## src/rtl/cpu_pkg.sv

```systemverilog
// Shared definitions for the A/B accumulator CPU sequencer.
//   state_t     : sequencer states
//   CLS_*       : instruction class codes (opCode[15:12])
//   WB_*        : writeback mux selects
//   ZNC_*       : bit positions inside the flag register
package cpu_pkg;

  typedef enum logic [2:0] {
    IDLE, FETCH, DECODE, EXEC, MEM, WB, RETIRE, HALT
  } state_t;

  localparam logic [3:0] CLS_NOP    = 4'h0;
  localparam logic [3:0] CLS_ALU_LO = 4'h1;
  localparam logic [3:0] CLS_ALU_HI = 4'h7;
  localparam logic [3:0] CLS_LOAD   = 4'h8;
  localparam logic [3:0] CLS_STORE  = 4'h9;
  localparam logic [3:0] CLS_BR     = 4'hA;
  localparam logic [3:0] CLS_BRZ    = 4'hB;
  localparam logic [3:0] CLS_BRN    = 4'hC;
  localparam logic [3:0] CLS_BRC    = 4'hD;
  localparam logic [3:0] CLS_CMP    = 4'hE;
  localparam logic [3:0] CLS_HALT   = 4'hF;

  localparam logic [1:0] WB_ALU  = 2'd0;
  localparam logic [1:0] WB_MEM  = 2'd1;
  localparam logic [1:0] WB_HOLD = 2'd2;

  localparam int ZNC_Z = 2;
  localparam int ZNC_N = 1;
  localparam int ZNC_C = 0;

endpackage

```

## src/rtl/cpu_seq_ctrl_op_decode.sv

```systemverilog
// op_decode: combinational instruction classifier.
//   op_code  in  OPW  instruction word (class in [15:12], dst in [11])
//   znc      in  3    flag register, used only for the branch decision
//   is_*     out 1    one-hot-ish class flags (all low for NOP)
//   br_taken out 1    branch class and its condition holds
//   dst      out 1    0=A, 1=B
module op_decode
  import cpu_pkg::*;
#(
  parameter int OPW = 16
) (
  input  logic [OPW-1:0] op_code,
  input  logic [2:0]     znc,
  output logic           is_alu,
  output logic           is_cmp,
  output logic           is_load,
  output logic           is_store,
  output logic           is_branch,
  output logic           br_taken,
  output logic           is_halt,
  output logic           dst
);

  logic [3:0] cls;
  logic       unused_low;

  assign cls        = op_code[15:12];
  assign dst        = op_code[11];
  assign unused_low = ^op_code[OPW-6:0];

  assign is_alu    = (cls >= CLS_ALU_LO) && (cls <= CLS_ALU_HI);
  assign is_cmp    = (cls == CLS_CMP);
  assign is_load   = (cls == CLS_LOAD);
  assign is_store  = (cls == CLS_STORE);
  assign is_branch = (cls >= CLS_BR) && (cls <= CLS_BRC);
  assign is_halt   = (cls == CLS_HALT);

  always_comb begin
    br_taken = 1'b0;
    case (cls)
      CLS_BR:  br_taken = 1'b1;
      CLS_BRZ: br_taken = znc[ZNC_Z];
      CLS_BRN: br_taken = znc[ZNC_N];
      CLS_BRC: br_taken = znc[ZNC_C];
      default: br_taken = 1'b0;
    endcase
  end

endmodule

```

## src/rtl/cpu_seq_ctrl.sv

```systemverilog
// cpu_seq_ctrl: multi-cycle sequencer for the A/B accumulator datapath.
// Steps FETCH -> DECODE -> (EXEC | MEM [-> WB]) -> RETIRE and drives the
// register strobes, PC control and the data-memory handshake.
//   clk, rst_n        clock, synchronous active-low reset
//   run               level; starts from IDLE, HALT exits on its rising edge
//   opCode            instruction word, sampled in DECODE
//   ZNC               flags, sampled live in EXEC for branches
//   mem_ack           one-cycle memory completion, honoured only in MEM
//   pc_en, BR         PC advance / branch load
//   a_we,b_we,znc_we  register load strobes
//   wb_sel            0=ALU, 1=memory, 2=hold
//   mem_req, WE       memory request, store when WE=1
//   halted            in HALT
//   retired           completed-instruction count, wraps
// All outputs are decoded from the registered state (plus ZNC for the branch
// decision) so they are stable across the whole cycle before the ~clk capture.
module cpu_seq_ctrl
  import cpu_pkg::*;
#(
  parameter int OPW  = 16,
  parameter int RETW = 16
) (
  input  logic            clk,
  input  logic            rst_n,
  input  logic            run,
  input  logic [OPW-1:0]  opCode,
  input  logic [2:0]      ZNC,
  input  logic            mem_ack,
  output logic            pc_en,
  output logic            BR,
  output logic            a_we,
  output logic            b_we,
  output logic            znc_we,
  output logic [1:0]      wb_sel,
  output logic            mem_req,
  output logic            WE,
  output logic            halted,
  output logic [RETW-1:0] retired
);

  state_t          state, nxt;
  logic [3:0]      cls_q;
  logic            dst_q;
  logic            run_q;
  logic [RETW-1:0] ret_cnt;
  logic [OPW-1:0]  dec_op;

  logic is_alu, is_cmp, is_load, is_store, is_branch, br_taken, is_halt, dst;

  // DECODE classifies the live word; afterwards the latched class/dst is
  // re-presented so the fetch unit is free to move on.
  assign dec_op = (state == DECODE) ? opCode : {cls_q, dst_q, {(OPW-5){1'b0}}};

  op_decode #(.OPW(OPW)) u_dec (
    .op_code  (dec_op),
    .znc      (ZNC),
    .is_alu   (is_alu),
    .is_cmp   (is_cmp),
    .is_load  (is_load),
    .is_store (is_store),
    .is_branch(is_branch),
    .br_taken (br_taken),
    .is_halt  (is_halt),
    .dst      (dst)
  );

  always_ff @(posedge clk) begin
    if (!rst_n) begin
      state   <= IDLE;
      cls_q   <= CLS_NOP;
      dst_q   <= 1'b0;
      run_q   <= 1'b0;
      ret_cnt <= '0;
    end else begin
      state <= nxt;
      run_q <= run;
      if (state == DECODE) begin
        cls_q <= opCode[15:12];
        dst_q <= opCode[11];
      end
      if (state == RETIRE) ret_cnt <= ret_cnt + RETW'(1);
    end
  end

  assign retired = ret_cnt;

  always_comb begin
    nxt     = state;
    pc_en   = 1'b0;
    BR      = 1'b0;
    a_we    = 1'b0;
    b_we    = 1'b0;
    znc_we  = 1'b0;
    wb_sel  = WB_HOLD;
    mem_req = 1'b0;
    WE      = 1'b0;
    halted  = 1'b0;
    case (state)
      IDLE:   if (run) nxt = FETCH;
      FETCH: begin
        pc_en = 1'b1;
        nxt   = DECODE;
      end
      DECODE: begin
        if (is_halt)                      nxt = HALT;
        else if (is_load || is_store)     nxt = MEM;
        else if (is_alu || is_cmp || is_branch) nxt = EXEC;
        else                              nxt = RETIRE;
      end
      EXEC: begin
        if (is_alu) begin
          a_we   = ~dst;
          b_we   = dst;
          znc_we = 1'b1;
          wb_sel = WB_ALU;
        end
        if (is_cmp) znc_we = 1'b1;
        if (br_taken) begin
          pc_en = 1'b1;
          BR    = 1'b1;
        end
        nxt = RETIRE;
      end
      MEM: begin
        mem_req = 1'b1;
        WE      = is_store;
        if (mem_ack) nxt = is_load ? WB : RETIRE;
      end
      WB: begin
        a_we   = ~dst;
        b_we   = dst;
        wb_sel = WB_MEM;
        nxt    = RETIRE;
      end
      RETIRE: nxt = run ? FETCH : IDLE;
      HALT: begin
        halted = 1'b1;
        // Needs a fresh 0->1 on run, a run held high keeps us parked.
        if (run && !run_q) nxt = FETCH;
      end
      default: nxt = IDLE;
    endcase
  end

endmodule

```

## config.mk

```make
export PLATFORM = sky130hd
export DESIGN_NAME = cpu_seq_ctrl
export DESIGN_NICKNAME = d
export VERILOG_FILES = /design/src/rtl/cpu_pkg.sv /design/src/rtl/cpu_seq_ctrl_op_decode.sv /design/src/rtl/cpu_seq_ctrl.sv
export SDC_FILE = /design/constraint.sdc
export NUM_CORES = 1
export LEC_CHECK = 0
export CORE_ASPECT_RATIO = 0.75
export CORE_MARGIN = 2
export CORE_UTILIZATION = 45
export DETAILED_ROUTE_END_ITERATION = 6
export DONT_BUFFER_PORTS = 1
export PLACE_DENSITY = 0.65
export SYNTH_ARGS = -nofsm -noshare
export SYNTH_HDL_FRONTEND = slang
export SYNTH_SLANG_ARGS = --single-unit
```

## constraint.sdc

```tcl
create_clock -name clk -period 5.14 [get_ports clk]
set_input_delay 0 -clock clk [delete_from_list [all_inputs] [get_ports clk]]
set_output_delay 0 -clock clk [all_outputs]
set_load 0.01 [all_outputs]
```

==> results.env, run 1 <==
POSTSYNTH.ASYNCRESETSHARE_PCT=0
MIN-DELAY-PATH-CLASS='in -> reg'
CRITPATHARRIVALTIME_NS=2.90
RESULT_OF_THE_RUN='complete, no violations'
RSZ0062_AT_GRT='false'
FINCLKSKEW_NS=0.00323
CP_MAX_FO=14
REQUIRED_NS=5.14
CTS.ROOT.BUFFER_CELL='sky130_fd_sc_hd__clkbuf_8'
FINAL-HOLD-VIOLATION-COUNT=0
SYNTH_EDF_COUNT=0
PLACEABLECOREAREA_UM2=2940
CHIP_WIDTH_UM=68.1
NUM-FILL-CELLS=293
GLOBALPLACE.CONGESTION=0.738
LEAKAGEPOWER_nW=0.563
ANTENNA_CELLS_INSERTED=0
IO_BUFFERS=0
FIN_SETUP_TNS_NS=0
CTS-ROOT-TO-SINK-BUFFERS=2
CTS_MAX_LEVEL=1
GRT_ANTENNA_BEFORE_REPAIR=0
CRITPATHTOPFAMILY='multiplexers'
SYNTH-SEQ-AREA-SHARE_PCT=36.1
R2R_CELLS=5
GRT_REMAINING_OVERFLOW=0
TIGHTESTPINTRANSITION_NS=0.857
DETAILED_PLACE_HPWL_UM=2070
FLOORPLAN.DIE_AREA_UM2=3540
FINAL.MIN_CLOCK_PERIOD_NS=2.90
CRITICAL-PATH-MAX-STAGE-DELAY_NS=0.78
GRT.TOTAL_USAGE_PCT=18.3
LAYOUT_COMMONEST_CELL='sky130_fd_sc_hd__dfxtp_1'
SYNTHDOMINANTAREACELLTYPE='sky130_fd_sc_hd__dfxtp_1'
SYNTH_TOP_AREA_SHARE_PCT=36.1
DRT_PASS_1_ITERS=4
TOTALWIRELENGTH_UM=2990
YOSYSWARNINGCOUNT=0
TIMING.CRITICAL_PATH.SLOWEST_STAGE_CELL='sky130_fd_sc_hd__nor3b_2'
FMAXACHIEVABLE_MHz=345
TIMING_WORST_SETUP_PATH_TYPE='reg -> out'
SYNTH_AREA_LEADERS='sky130_fd_sc_hd__dfxtp_1, sky130_fd_sc_hd__xnor2_1, sky130_fd_sc_hd__and2_1'
NUMNETS_FINAL=188
MOST-COMMON-LAYOUT-CELLS='sky130_fd_sc_hd__dfxtp_1, sky130_fd_sc_hd__and2_1, sky130_fd_sc_hd__nand2_1, sky130_fd_sc_hd__xnor2_1, sky130_fd_sc_hd__nor2_1'
TOTAL_NUMBER_OF_VIAS=1096
WORSTHOLDPATHCELLS=2
AREA_GROWTH_SYN_TO_LAYOUT_PCT=8.49
DRIVE_GT1_SHARE_PCT=4.91
DP_CELLS=191
SYNTH.NET_COUNT=184
TIMING.FINAL.SETUP_VIOLATIONS=0
YS_TYPES=40
FP-ROW-COUNT=17
GRT_MAX_DEGREE=26
CP_NUM_CELLS=5
WORST_SETUP_PATH_START_KIND='flip-flop'
TRITONCTS.NUM_BUFFERS=3
ANTENNA_VIOL_NETS_FINAL=0
AVGROUTEDWIREPERCELL_UM=14.9
CRITICAL_PATH_BUF_INV_COUNT=0
PWR_DENSITY_CELL_nW_PER_UM2=234
DRV_SLEW=0
POST_CTS.RESIZED_INSTANCES=0
DRT_DRC_VIOLATIONS_LEFT=0
IO_PINS=49
END_KIND='output pin'
FLOORPLAN.INITIALDENSITY_PCT=47.2
FIN_CRIT_SH_PCT=56.3
MAPPEDNETLISTAREA_UM2=1390
TRITONCTS_CLOCK_TREE='yes'
SYN-MEAN-INSTANCE-AREA_UM2=8.66
MAXSLEWHEADROOM_PCT=42.6
CAP_VIOLATIONS=0
FINAL_CELL_COUNT_NO_FILL=201
NUMBER_OF_CLOCK_SINKS=25
DR.FIRST_ITER.DRC_COUNT=24
GRT_FIRST_PASS_WIRELENGTH_UM=4900
AVGVIACOUNTPERCELL=5.45
DIE_Y_UM=52.0
SYNTH.FF_LATCH_COUNT=25
SYNTH_FF_TYPE='sky130_fd_sc_hd__dfxtp_1'
CLK_LATENCY_NS=0.26
WORST_SETUP_HOLD_PATH_CLK_SLEW_NS=0.09
VIAS_IN_THE_FIRST_GLOBAL_ROUTE=1014
SYNTHESIS.INSTANCES=160
VDD_IR_DROP_MAX_mV=0.151
CRIT_PATH_CELL_TRACE='nor3b_2 -> mux2i_2 -> mux2_4 -> o2bb2ai_2 -> a21o_1'
==> cells in the mapped netlist (2+ instances only) <==
master                     number
sky130_fd_sc_hd__a21o_1         2
sky130_fd_sc_hd__a211o_1        2
sky130_fd_sc_hd__a21oi_1        3
sky130_fd_sc_hd__xor2_1         3
sky130_fd_sc_hd__and2_1        15
sky130_fd_sc_hd__nand2_1       12
sky130_fd_sc_hd__nor3b_1        2
sky130_fd_sc_hd__nor2_1        10
sky130_fd_sc_hd__and3b_1        2
sky130_fd_sc_hd__mux2i_1        5
sky130_fd_sc_hd__a21boi_0       2
sky130_fd_sc_hd__nand4_1        5
sky130_fd_sc_hd__nand3_1        6
sky130_fd_sc_hd__nor3_1         2
sky130_fd_sc_hd__o21ai_0        4
sky130_fd_sc_hd__clkbuf_1       4
sky130_fd_sc_hd__inv_1          5
sky130_fd_sc_hd__and3_1         8
sky130_fd_sc_hd__o31ai_1        2
sky130_fd_sc_hd__dfxtp_1       25
sky130_fd_sc_hd__xnor2_1       12
sky130_fd_sc_hd__nor2b_1        8
sky130_fd_sc_hd__buf_2          2
sky130_fd_sc_hd__a31oi_1        3
==> layout make-up <==
class / count / area [µm²] / area share, %
timing repair buffer: 6 / 60.1 / 4.00
clock buffer: 3 / 41.3 / 2.75
multi-input combinational: 123 / 830 / 55.2
inverter: 5 / 18.8 / 1.25
tap: 38 / 47.5 / 3.16
sequential: 25 / 500 / 33.3
clock inverter: 1 / 5.00 / 0.333
==> worst paths after layout <==
path                   start        to  slack [ns]
hold reg to reg        dst_q     dst_q        0.54
setup / recovery    state[1]     pc_en        2.24
setup reg to reg    state[1]  state[0]        2.77
hold / removal    opCode[12]  cls_q[0]        0.03
==> routing by layer <==
| metal | up-vias | share of wire (%) | global-route usage [%] |
|---|---|---|---|
| met4 | 0 | 0.37 | 3.00 |
| met5 | - | 0 | 0 |
| li1 | 561 | - | - |
| met3 | 2 | 4.7 | 6.49 |
| met1 | 514 | 50 | 26.2 |
| met2 | 19 | 45 | 26.7 |
==> logic make-up after synthesis <==
kind of cell               after synthesis  synth area share [%]
AOI/OAI and AO/OA                       23                  12.0
DFF                                     25                  36.1
muxes                                    7                  5.69
xor gates and xnor gates                15                  9.49
and+or+nand+nor                         77                  31.8
buffers and inverters                   12                  3.97
adders and majority gates                1                 0.903
==> per-stage QoR <==
stage	power [mW]	hold slack, ns	utilization, %	cell area [µm²]	setup slack, ns
after global placement	0.234	0.123	47.6	1400	2.59
final	0.352	0.0265	51.2	1500	2.24
after detailed placement	0.235	0.126	47.6	1400	2.55
after CTS	0.356	0.0211	51.2	1500	2.22
after floorplan	0.232	0.122	-	1390	3.42
after global routing	0.369	0.0645	51.2	1500	2.01
==> sequential cells by signal, indices dropped and copies added, names as in the netlist <==
register	flops
retired	16
cls_q	4
dst_q	1
run_q	1
state	3
==> what timing repair did <==
action | in CTS | in global routing
buffers inserted | 0 | 0
hold endpoints to repair | 25 | 0
hold buffers | 6 | 0
==> power breakdown <==
group / leakage (nW) / switching [mW] / internal [mW]
Sequential: 0.202 / 0.00706 / 0.197
Combinational: 0.336 / 0.0164 / 0.0171
Clock: 0.0255 / 0.0606 / 0.0541
Power figures use the tool's default switching activity.
==> run 2, diff against run 1 <==
==> constraint.sdc (replaced) <==
create_clock -name clk -period 2.9 [get_ports clk]
set_input_delay 0 -clock clk [delete_from_list [all_inputs] [get_ports clk]]
set_output_delay 0 -clock clk [all_outputs]
set_load 0.01 [all_outputs]
==> run 2 against run 1 <==
Net effect:
- clock-buffer cell count is the same
- sequential share of layout area shrank 0.17 points
- first-iteration DRC count grew to 3.3 times the previous value
- wire length shrank 0.64%
- design area grew 0.50%
- critical path depth is the same
- worst setup slack lost 1.7 ns
- clock skew shrank 0.0017 ns
- largest power group unchanged
==> results.env, run 2 (synthesis results as in run 1) <==
RESULT_OF_THE_RUN='complete, no violations'
TIMING.FINAL.SETUP_VIOLATIONS=0  # unchanged
GRT_MAX_DEGREE=26  # unchanged
IO_BUFFERS=0  # unchanged
DRT_DRC_VIOLATIONS_LEFT=0  # unchanged
LEAKAGEPOWER_nW=0.569  # +0.97%
DRV_SLEW=0  # unchanged
HP-START='opCode[12]'
VDD_IR_DROP_MAX_mV=0.287  # +90%
TRITONCTS.NUM_BUFFERS=3  # unchanged
AVGROUTEDWIREPERCELL_UM=14.7  # -1.1%
HOLD_ENDPOINT='cls_q[0]'
CTS-ROOT-TO-SINK-BUFFERS=2  # unchanged
TRITONCTS_CLOCK_TREE='yes'
NUMNETS_FINAL=189  # +0.53%
ANTENNA_CELLS_INSERTED=0  # unchanged
MOST-COMMON-LAYOUT-CELLS='sky130_fd_sc_hd__dfxtp_1, sky130_fd_sc_hd__and2_1, sky130_fd_sc_hd__nand2_1, sky130_fd_sc_hd__xnor2_1, sky130_fd_sc_hd__nor2_1'
FINCLKSKEW_NS=0.00150  # -0.00173 ns
CTS.ROOT.BUFFER_CELL='sky130_fd_sc_hd__clkbuf_8'
FLOORPLAN.DIE_AREA_UM2=3540  # unchanged
NUM-FILL-CELLS=288  # -1.7%
FINISH.UTILIZATION_PCT=51.4  # +0.26 points
FIN_CRIT_SH_PCT=81.7
TIMING_WORST_SETUP_PATH_TYPE='reg -> out'
CTS_MAX_LEVEL=1  # unchanged
LAYOUT_COMMONEST_CELL='sky130_fd_sc_hd__dfxtp_1'
WORST_R2R_SRC='state[1]'
MIN-DELAY-PATH-CLASS='in -> reg'
RSZ0062_AT_GRT='false'
CAP_VIOLATIONS=0  # unchanged
REQUIRED_NS=2.90  # -2.24 ns
GRT_REMAINING_OVERFLOW=0  # unchanged
VIAS_IN_THE_FIRST_GLOBAL_ROUTE=1042  # +2.8%
FMAXACHIEVABLE_MHz=422
PWR_DENSITY_CELL_nW_PER_UM2=414  # +77%
WORST_SETUP_PATH_START_KIND='flip-flop'
FINALHOLDWORSTSLACK_NS=0.0246  # -0.00194 ns
LARGEST_REG_FLOPS=16  # unchanged
WORST_SETUP_HOLD_PATH_CLK_SLEW_NS=0.08  # about the same
FIN_SETUP_TNS_NS=0  # unchanged
ANTENNA_VIOL_NETS_FINAL=0  # unchanged
PLACEABLECOREAREA_UM2=2940  # unchanged
DETAILED_PLACE_HPWL_UM=2100  # +1.3%
TOTALWIRELENGTH_UM=2970  # -0.64%
CHIP_WIDTH_UM=68.1  # unchanged
DR.FIRST_ITER.DRC_COUNT=80  # +230%
DRT_PASS_1_ITERS=4  # unchanged
FLOORPLAN.INITIALDENSITY_PCT=47.2  # unchanged
TIGHTESTPINTRANSITION_NS=0.716  # -0.141 ns
R2R_CELLS=5  # unchanged
MAXSLEWHEADROOM_PCT=52.1  # +9.5 points
POSTCTSSETUPREPAIRBUFS=0  # unchanged
CRITPATHARRIVALTIME_NS=2.37  # -0.53 ns
TOTAL_NUMBER_OF_VIAS=1129  # +3.0%
WORST_REG2REG_PATH_ENDPOINT='state[0]'
FP-ROW-COUNT=17  # unchanged
POSTLAYOUTSETUPSLACKWORST_NS=0.531  # -1.71 ns
PRE_CTS_SLACK_NS=0.812  # -1.74 ns
REPORT.POWER.TOTAL_uW=625  # +78%
AVGVIACOUNTPERCELL=5.59  # +2.5%
NUMBER_OF_CLOCK_SINKS=25  # unchanged
CLK_LATENCY_NS=0.26  # about the same
IO_PINS=49  # unchanged
FINAL-HOLD-VIOLATION-COUNT=0  # unchanged
GLOBALPLACE.CONGESTION=0.740  # +0.20%
AREA_GROWTH_SYN_TO_LAYOUT_PCT=9.03
DRIVE_GT1_SHARE_PCT=5.49  # +0.58 points
WORSTHOLDPATHCELLS=2  # unchanged
REGISTER_AREA_UM2=500  # unchanged
GRT_FIRST_PASS_WIRELENGTH_UM=4950  # +0.98%
END_KIND='output pin'
REGTOREGSETUPSLACK_NS=1.04  # -1.73 ns
MULTIINPUTGATEAREA_UM2=830  # unchanged
DIE_Y_UM=52.0  # unchanged
GRT.TOTAL_USAGE_PCT=18.6  # +0.29 points
FINAL.MIN_CLOCK_PERIOD_NS=2.37
GRT_ANTENNA_BEFORE_REPAIR=0  # unchanged
CP_MAX_FO=14  # unchanged
POST_CTS.RESIZED_INSTANCES=0  # unchanged
-- run 2: cell count changes in the layout (fill, tap and decap cells not counted) --
cell / previous run / this run
sky130_fd_sc_hd__buf_4: 0 / 1
-- run 2: final cells by class --
| type | count | share of cell area (%) |
|---|---|---|
| Multi-Input combinational cell | 123 | 54.9 |
| Sequential cell | 25 | 33.1 |
| Timing Repair Buffer | 7 | 4.47 |
| Tap cell | 38 | 3.15 |
| Clock buffer | 3 | 2.73 |
| Inverter | 5 | 1.24 |
| Clock inverter | 1 | 0.331 |
-- run 2: where the power goes --
part / internal [mW] / switching [mW]
clock network: 0.0960 / 0.108
registers: 0.348 / 0.0125
logic: 0.0308 / 0.0295
total: 0.475 / 0.150
-- run 2: layer usage --
metal  part of all wire [%]  GRT usage (%)  up-vias
li1                       -              -      561
met1                     48           26.3      543
met2                     46           27.8       23
met3                    5.0           6.06        2
met4                   0.37           3.33        0
met5                      0              0        -
-- run 2: critical path: stages, from the launching register on --
cell                        delay [ns]
sky130_fd_sc_hd__dfxtp_1          0.59
sky130_fd_sc_hd__nor3b_2          0.31
sky130_fd_sc_hd__mux2i_2          0.51
sky130_fd_sc_hd__mux2_4           0.35
sky130_fd_sc_hd__o2bb2ai_2        0.14
sky130_fd_sc_hd__a21o_1           0.20
-- run 2: worst max-delay path by stage --
stage / startpoint / to / slack (ns) / depth (start not counted)
3_3_place_gp: state[1] / pc_en / 0.86 / 5
2_1_floorplan: state[1] / pc_en / 1.18 / 6
6_report: state[1] / pc_en / 0.53 / 5
4_1_cts: state[1] / pc_en / 0.51 / 5
3_5_place_dp: state[1] / pc_en / 0.81 / 5
5_1_grt: state[1] / b_we / 0.30 / 6
-- run 2: stage by stage --
stage          cell area (µm²)  cells
6_report                  1510    202
2_1_floorplan             1390    160
3_3_place_gp              1400    192
3_5_place_dp              1400    192
5_1_grt                   1510    202
4_1_cts                   1510    202
-- run 2: timing repair --
item / in CTS / in global routing
hold endpoints to repair: 25 / 0
hold buffers: 6 / 0
endpoints found under the setup margin: 0 / 0
==> run 3, diff against run 2 <==
--- a/config.mk
+++ b/config.mk
@@ -5,12 +5,13 @@
 export SDC_FILE = /design/constraint.sdc
 export NUM_CORES = 1
 export LEC_CHECK = 0
+export ABC_AREA = 1
 export CORE_ASPECT_RATIO = 0.75
 export CORE_MARGIN = 2
 export CORE_UTILIZATION = 45
 export DETAILED_ROUTE_END_ITERATION = 6
 export DONT_BUFFER_PORTS = 1
-export PLACE_DENSITY = 0.65
+export PLACE_DENSITY = 0.67
 export SYNTH_ARGS = -nofsm -noshare
 export SYNTH_HDL_FRONTEND = slang
 export SYNTH_SLANG_ARGS = --single-unit
==> constraint.sdc (replaced) <==
create_clock -name clk -period 2.14 [get_ports clk]
set_input_delay 0 -clock clk [delete_from_list [all_inputs] [get_ports clk]]
set_output_delay 0 -clock clk [all_outputs]
set_load 0.01 [all_outputs]
==> run 3 against run 2 <==
Net effect:
- cell count is 25% higher
- worst setup slack worse by 0.34 ns
- clock-buffer cell count is 1 higher
- sequential share of layout area is 0.27 points lower
- clock skew is 0.00058 ns lower
- critical path type unchanged
- highest routed layer unchanged
- critical endpoint is now a_we
- synthesized cell count is 32% higher
- sequential cell count stayed put
- combinational power grew to 12 times the previous value
- die area is 1.7% higher
- global-route usage is 0.16 points higher
- worst hold slack worse by 0.015 ns
==> results.env, run 3 <==
RESULT_OF_THE_RUN='complete, no violations'
POWER_SWITCHING_uW=674  # +350%
DRT_DRC_VIOLATIONS_LEFT=0  # unchanged
CAP_VIOLATIONS=0  # unchanged
FIN_CRIT_SH_PCT=90.9
SYNTH.NET_COUNT=235  # +28%
PWR_DENSITY_CELL_nW_PER_UM2=1020  # +150%
CP_MAX_FO=14  # unchanged
LARGEST_REG_FLOPS=16  # unchanged
FLOORPLAN.INITIALDENSITY_PCT=47.7  # +0.51 points
SYNTH_SIMPLE_GATE_AREA_SHARE_PCT=36.7  # +4.9 points
LEAKAGEPOWER_nW=0.583  # +2.5%
TOTALWIRELENGTH_UM=3060  # +3.0%
GRT_ANTENNA_BEFORE_REPAIR=0  # unchanged
YOSYS.AREA_SHARE.ADDER_PCT=0.887  # -0.016 points
REPORT.POWER.TOTAL_mW=1.56  # +150%
DP_CELLS=246  # +28%
FINAL-HOLD-VIOLATION-COUNT=0  # unchanged
END_KIND='output pin'
FINALHOLDWORSTSLACK_NS=0.00961  # -0.0150 ns
SYNTHESIS.INSTANCES=211  # +32%
FMAXACHIEVABLE_MHz=514
SYNTH-XOR-AREA-SHARE_PCT=1.24  # -8.2 points
SYN-MEAN-INSTANCE-AREA_UM2=6.68  # -23%
TRITONCTS_CLOCK_TREE='yes'
RSZ0062_AT_GRT='false'
CP_NUM_CELLS=9  # +4
SYNTH.TOP_CELLS.BY_COUNT='sky130_fd_sc_hd__inv_1, sky130_fd_sc_hd__nand2_1, sky130_fd_sc_hd__dfxtp_1, sky130_fd_sc_hd__nor2_1, sky130_fd_sc_hd__a21oi_1'
HP-START='opCode[11]'
FLOORPLAN.DIE_AREA_UM2=3600  # +1.7%
SYNTH_AREA_LEADERS='sky130_fd_sc_hd__dfxtp_1, sky130_fd_sc_hd__inv_1, sky130_fd_sc_hd__nand2_1'
TIMING.CRITICAL_PATH.SLOWEST_STAGE_CELL='sky130_fd_sc_hd__dfxtp_1'
POSTCTSSETUPREPAIRBUFS=0  # unchanged
REGTOREGSETUPSLACK_NS=0.32  # -0.72 ns
NETSWITCHINGFRACTION_PCT=43.3  # +19 points
REQUIRED_NS=2.14  # -0.76 ns
DIE_Y_UM=52.5  # +0.84%
WORSTHOLDPATHCELLS=2  # unchanged
ANTENNA_CELLS_INSERTED=0  # unchanged
FIN_SETUP_TNS_NS=0  # unchanged
MOST_FREQUENT_CELL_AFTER_SYNTHESIS='sky130_fd_sc_hd__inv_1'
MOST-COMMON-LAYOUT-CELLS='sky130_fd_sc_hd__inv_1, sky130_fd_sc_hd__nand2_1, sky130_fd_sc_hd__nor2_1, sky130_fd_sc_hd__dfxtp_1, sky130_fd_sc_hd__a21oi_1'
DR.FIRST_ITER.DRC_COUNT=93  # +16%
SYNTH_FF_TYPE='sky130_fd_sc_hd__dfxtp_1'
YOSYSWARNINGCOUNT=0  # unchanged
AVGVIACOUNTPERCELL=5.15  # -7.9%
SYNTH_TOP_AREA_SHARE_PCT=35.5  # -0.64 points
CLOCK_POWER_SHARE_PCT=17.1  # -16 points
IO_BUFFERS=0  # unchanged
FINAL_CELL_COUNT_NO_FILL=253  # +25%
WORST_REG2REG_PATH_ENDPOINT='retired[13]'
FINCLKSKEW_NS=0.000916  # -0.000579 ns
SYNTH_EDF_COUNT=0  # unchanged
DRIVE_GT1_SHARE_PCT=10.2  # +4.7 points
SYNTH.FF_LATCH_COUNT=25  # unchanged
TIMING_WORST_SETUP_PATH_TYPE='reg -> out'
WORST_SETUP_PATH_START_KIND='flip-flop'
CRITPATHARRIVALTIME_NS=1.95  # -0.42 ns
DRV_SLEW=0  # unchanged
ANTENNA_VIOL_NETS_FINAL=0  # unchanged
SYNTH-SEQ-AREA-SHARE_PCT=35.5  # -0.64 points
HOLD_ENDPOINT='dst_q'
R2R_CELLS=9  # +4
GLOBALPLACE.CONGESTION=0.890  # +20%
AVGROUTEDWIREPERCELL_UM=12.1  # -18%
SHARE_OF_SYNTHESIZED_AREA_SPENT_ON_MULTIPLEXERS_PCT=0  # -5.7 points
AREA_GROWTH_SYN_TO_LAYOUT_PCT=7.99
WORST_SETUP_HOLD_PATH_CLK_SLEW_NS=0.08  # about the same
TRITONCTS.NUM_BUFFERS=3  # unchanged
SYNTH_TOP_FAMILY_BY_AREA='simple AND/OR/NAND/NOR gates'
MIN-DELAY-PATH-CLASS='in -> reg'
WORST_R2R_SRC='state[0]'
PLACEABLECOREAREA_UM2=2960  # +0.72%
TIGHTESTPINTRANSITION_NS=0.469  # -0.247 ns
IO_PINS=49  # unchanged
CRIT_PATH_CELL_TRACE='inv_2 -> nand3_2 -> nand2_1 -> nand2_1 -> nand3_1 -> nand2_1 -> nor2_1 -> nor2_1 -> nor2_1'
DETAILED_PLACE_HPWL_UM=2310  # +10%
CHIP_WIDTH_UM=68.6  # +0.85%
GRT.TOTAL_USAGE_PCT=18.8  # +0.16 points
MAXSLEWHEADROOM_PCT=68.7  # +17 points
NUMNETS_FINAL=240  # +27%
SYNTHDOMINANTAREACELLTYPE='sky130_fd_sc_hd__dfxtp_1'
COMBINATIONAL_POWER_SHARE_PCT=45.8  # +36 points
FINAL.MIN_CLOCK_PERIOD_NS=1.95
LAYOUT_COMMONEST_CELL='sky130_fd_sc_hd__inv_1'
POSTSYNTH.ASYNCRESETSHARE_PCT=0  # unchanged
CTS_MAX_LEVEL=1  # unchanged
FP-ROW-COUNT=17  # unchanged
CRITPATHTOPFAMILY='simple AND/OR/NAND/NOR gates'
TOTAL_NUMBER_OF_VIAS=1302  # +15%
TIMING.FINAL.SETUP_VIOLATIONS=0  # unchanged
CTS-ROOT-TO-SINK-BUFFERS=2  # unchanged
VDD_IR_DROP_MAX_mV=0.611  # +110%
GRT_REMAINING_OVERFLOW=0  # unchanged
MAPPEDNETLISTAREA_UM2=1410  # +1.8%
DRT_PASS_1_ITERS=4  # unchanged
CLK_LATENCY_NS=0.26  # about the same
YS_TYPES=28  # -30%
CRITICAL-PATH-MAX-STAGE-DELAY_NS=0.43  # -0.16 ns
CRITICAL_PATH_BUF_INV_COUNT=1  # +1
VIAS_IN_THE_FIRST_GLOBAL_ROUTE=1105  # +6.0%
NUMBER_OF_CLOCK_SINKS=25  # unchanged
GRT_FIRST_PASS_WIRELENGTH_UM=4980  # +0.69%
CTS.ROOT.BUFFER_CELL='sky130_fd_sc_hd__clkbuf_8'
GRT_MAX_DEGREE=15  # -42%
CELL_INTERNAL_PWR_uW=884  # +86%
SYNTH_COMPOUND_AREA_SHARE_PCT=12.8  # +0.76 points
POWER_FRAC_SEQ_PCT=37.1  # -21 points
[run 3: cell count changes after synthesis, sizes merged, moves of 12 or more]
cell   delta
nor2     +18
and2     -15
inv      +35
nand2    +26
xnor2    -12
a21oi    +12
[run 3: final cells by class]
| cell class | count | area, µm² |
|---|---|---|
| Timing Repair Buffer | 5 | 45.0 |
| Multi-Input combinational cell | 141 | 734 |
| Inverter | 40 | 150 |
| Fill cell | 313 | 1430 |
| Sequential cell | 25 | 500 |
| Clock buffer | 4 | 45.0 |
| Tap cell | 38 | 47.5 |
[run 3: metal layers]
layer | GRT usage [%] | vias up | wire length (µm)
li1 | - | 690 | -
met1 | 27.2 | 580 | 1580
met2 | 26.8 | 30 | 1260
met3 | 5.59 | 2 | 200
met4 | 5.00 | 0 | 20
met5 | 0 | - | 0
[run 3: kinds of logic after synthesis]
kind of cell / after synthesis
simple gates: 105
buf+inv: 45
compound gates: 33
flops: 25
xor+xnor: 2
fa+ha+maj: 1
[run 3: how the worst max path moves through the flow]
stage / from / slack, ns / to
final: state[2] / 0.19 / a_we
after global placement: state[0] / 0.35 / retired[13]
after floorplan: retired[0] / 0.53 / retired[14]
after CTS: state[0] / 0.20 / pc_en
after detailed placement: state[0] / 0.34 / retired[13]
after global routing: state[0] / 0.005 / a_we
[run 3: metrics by stage]
step	util, %	setup WS (ns)	instance area (µm²)
floorplan	-	0.535	1410
global placement	48.8	0.348	1440
detailed placement	48.8	0.343	1440
CTS	51.3	0.204	1520
global route	51.5	0.00493	1520
finish	51.5	0.195	1520
[run 3: power by group through the flow]
| stage | sequential (mW) | combinational (mW) | clock, mW |
|---|---|---|---|
| after global routing | 0.585 | 0.814 | 0.294 |
| after CTS | 0.576 | 0.700 | 0.281 |
| after floorplan | 0.581 | 0.587 | 0 |
| final | 0.577 | 0.713 | 0.267 |
| after global placement | 0.586 | 0.697 | 0 |
| after detailed placement | 0.587 | 0.692 | 0 |
[run 3: timing repair]
action,CTS,global route
hold buffers,3,0
endpoints found under the hold margin,11,0
resized for setup,0,1
endpoints found under the setup margin,0,1
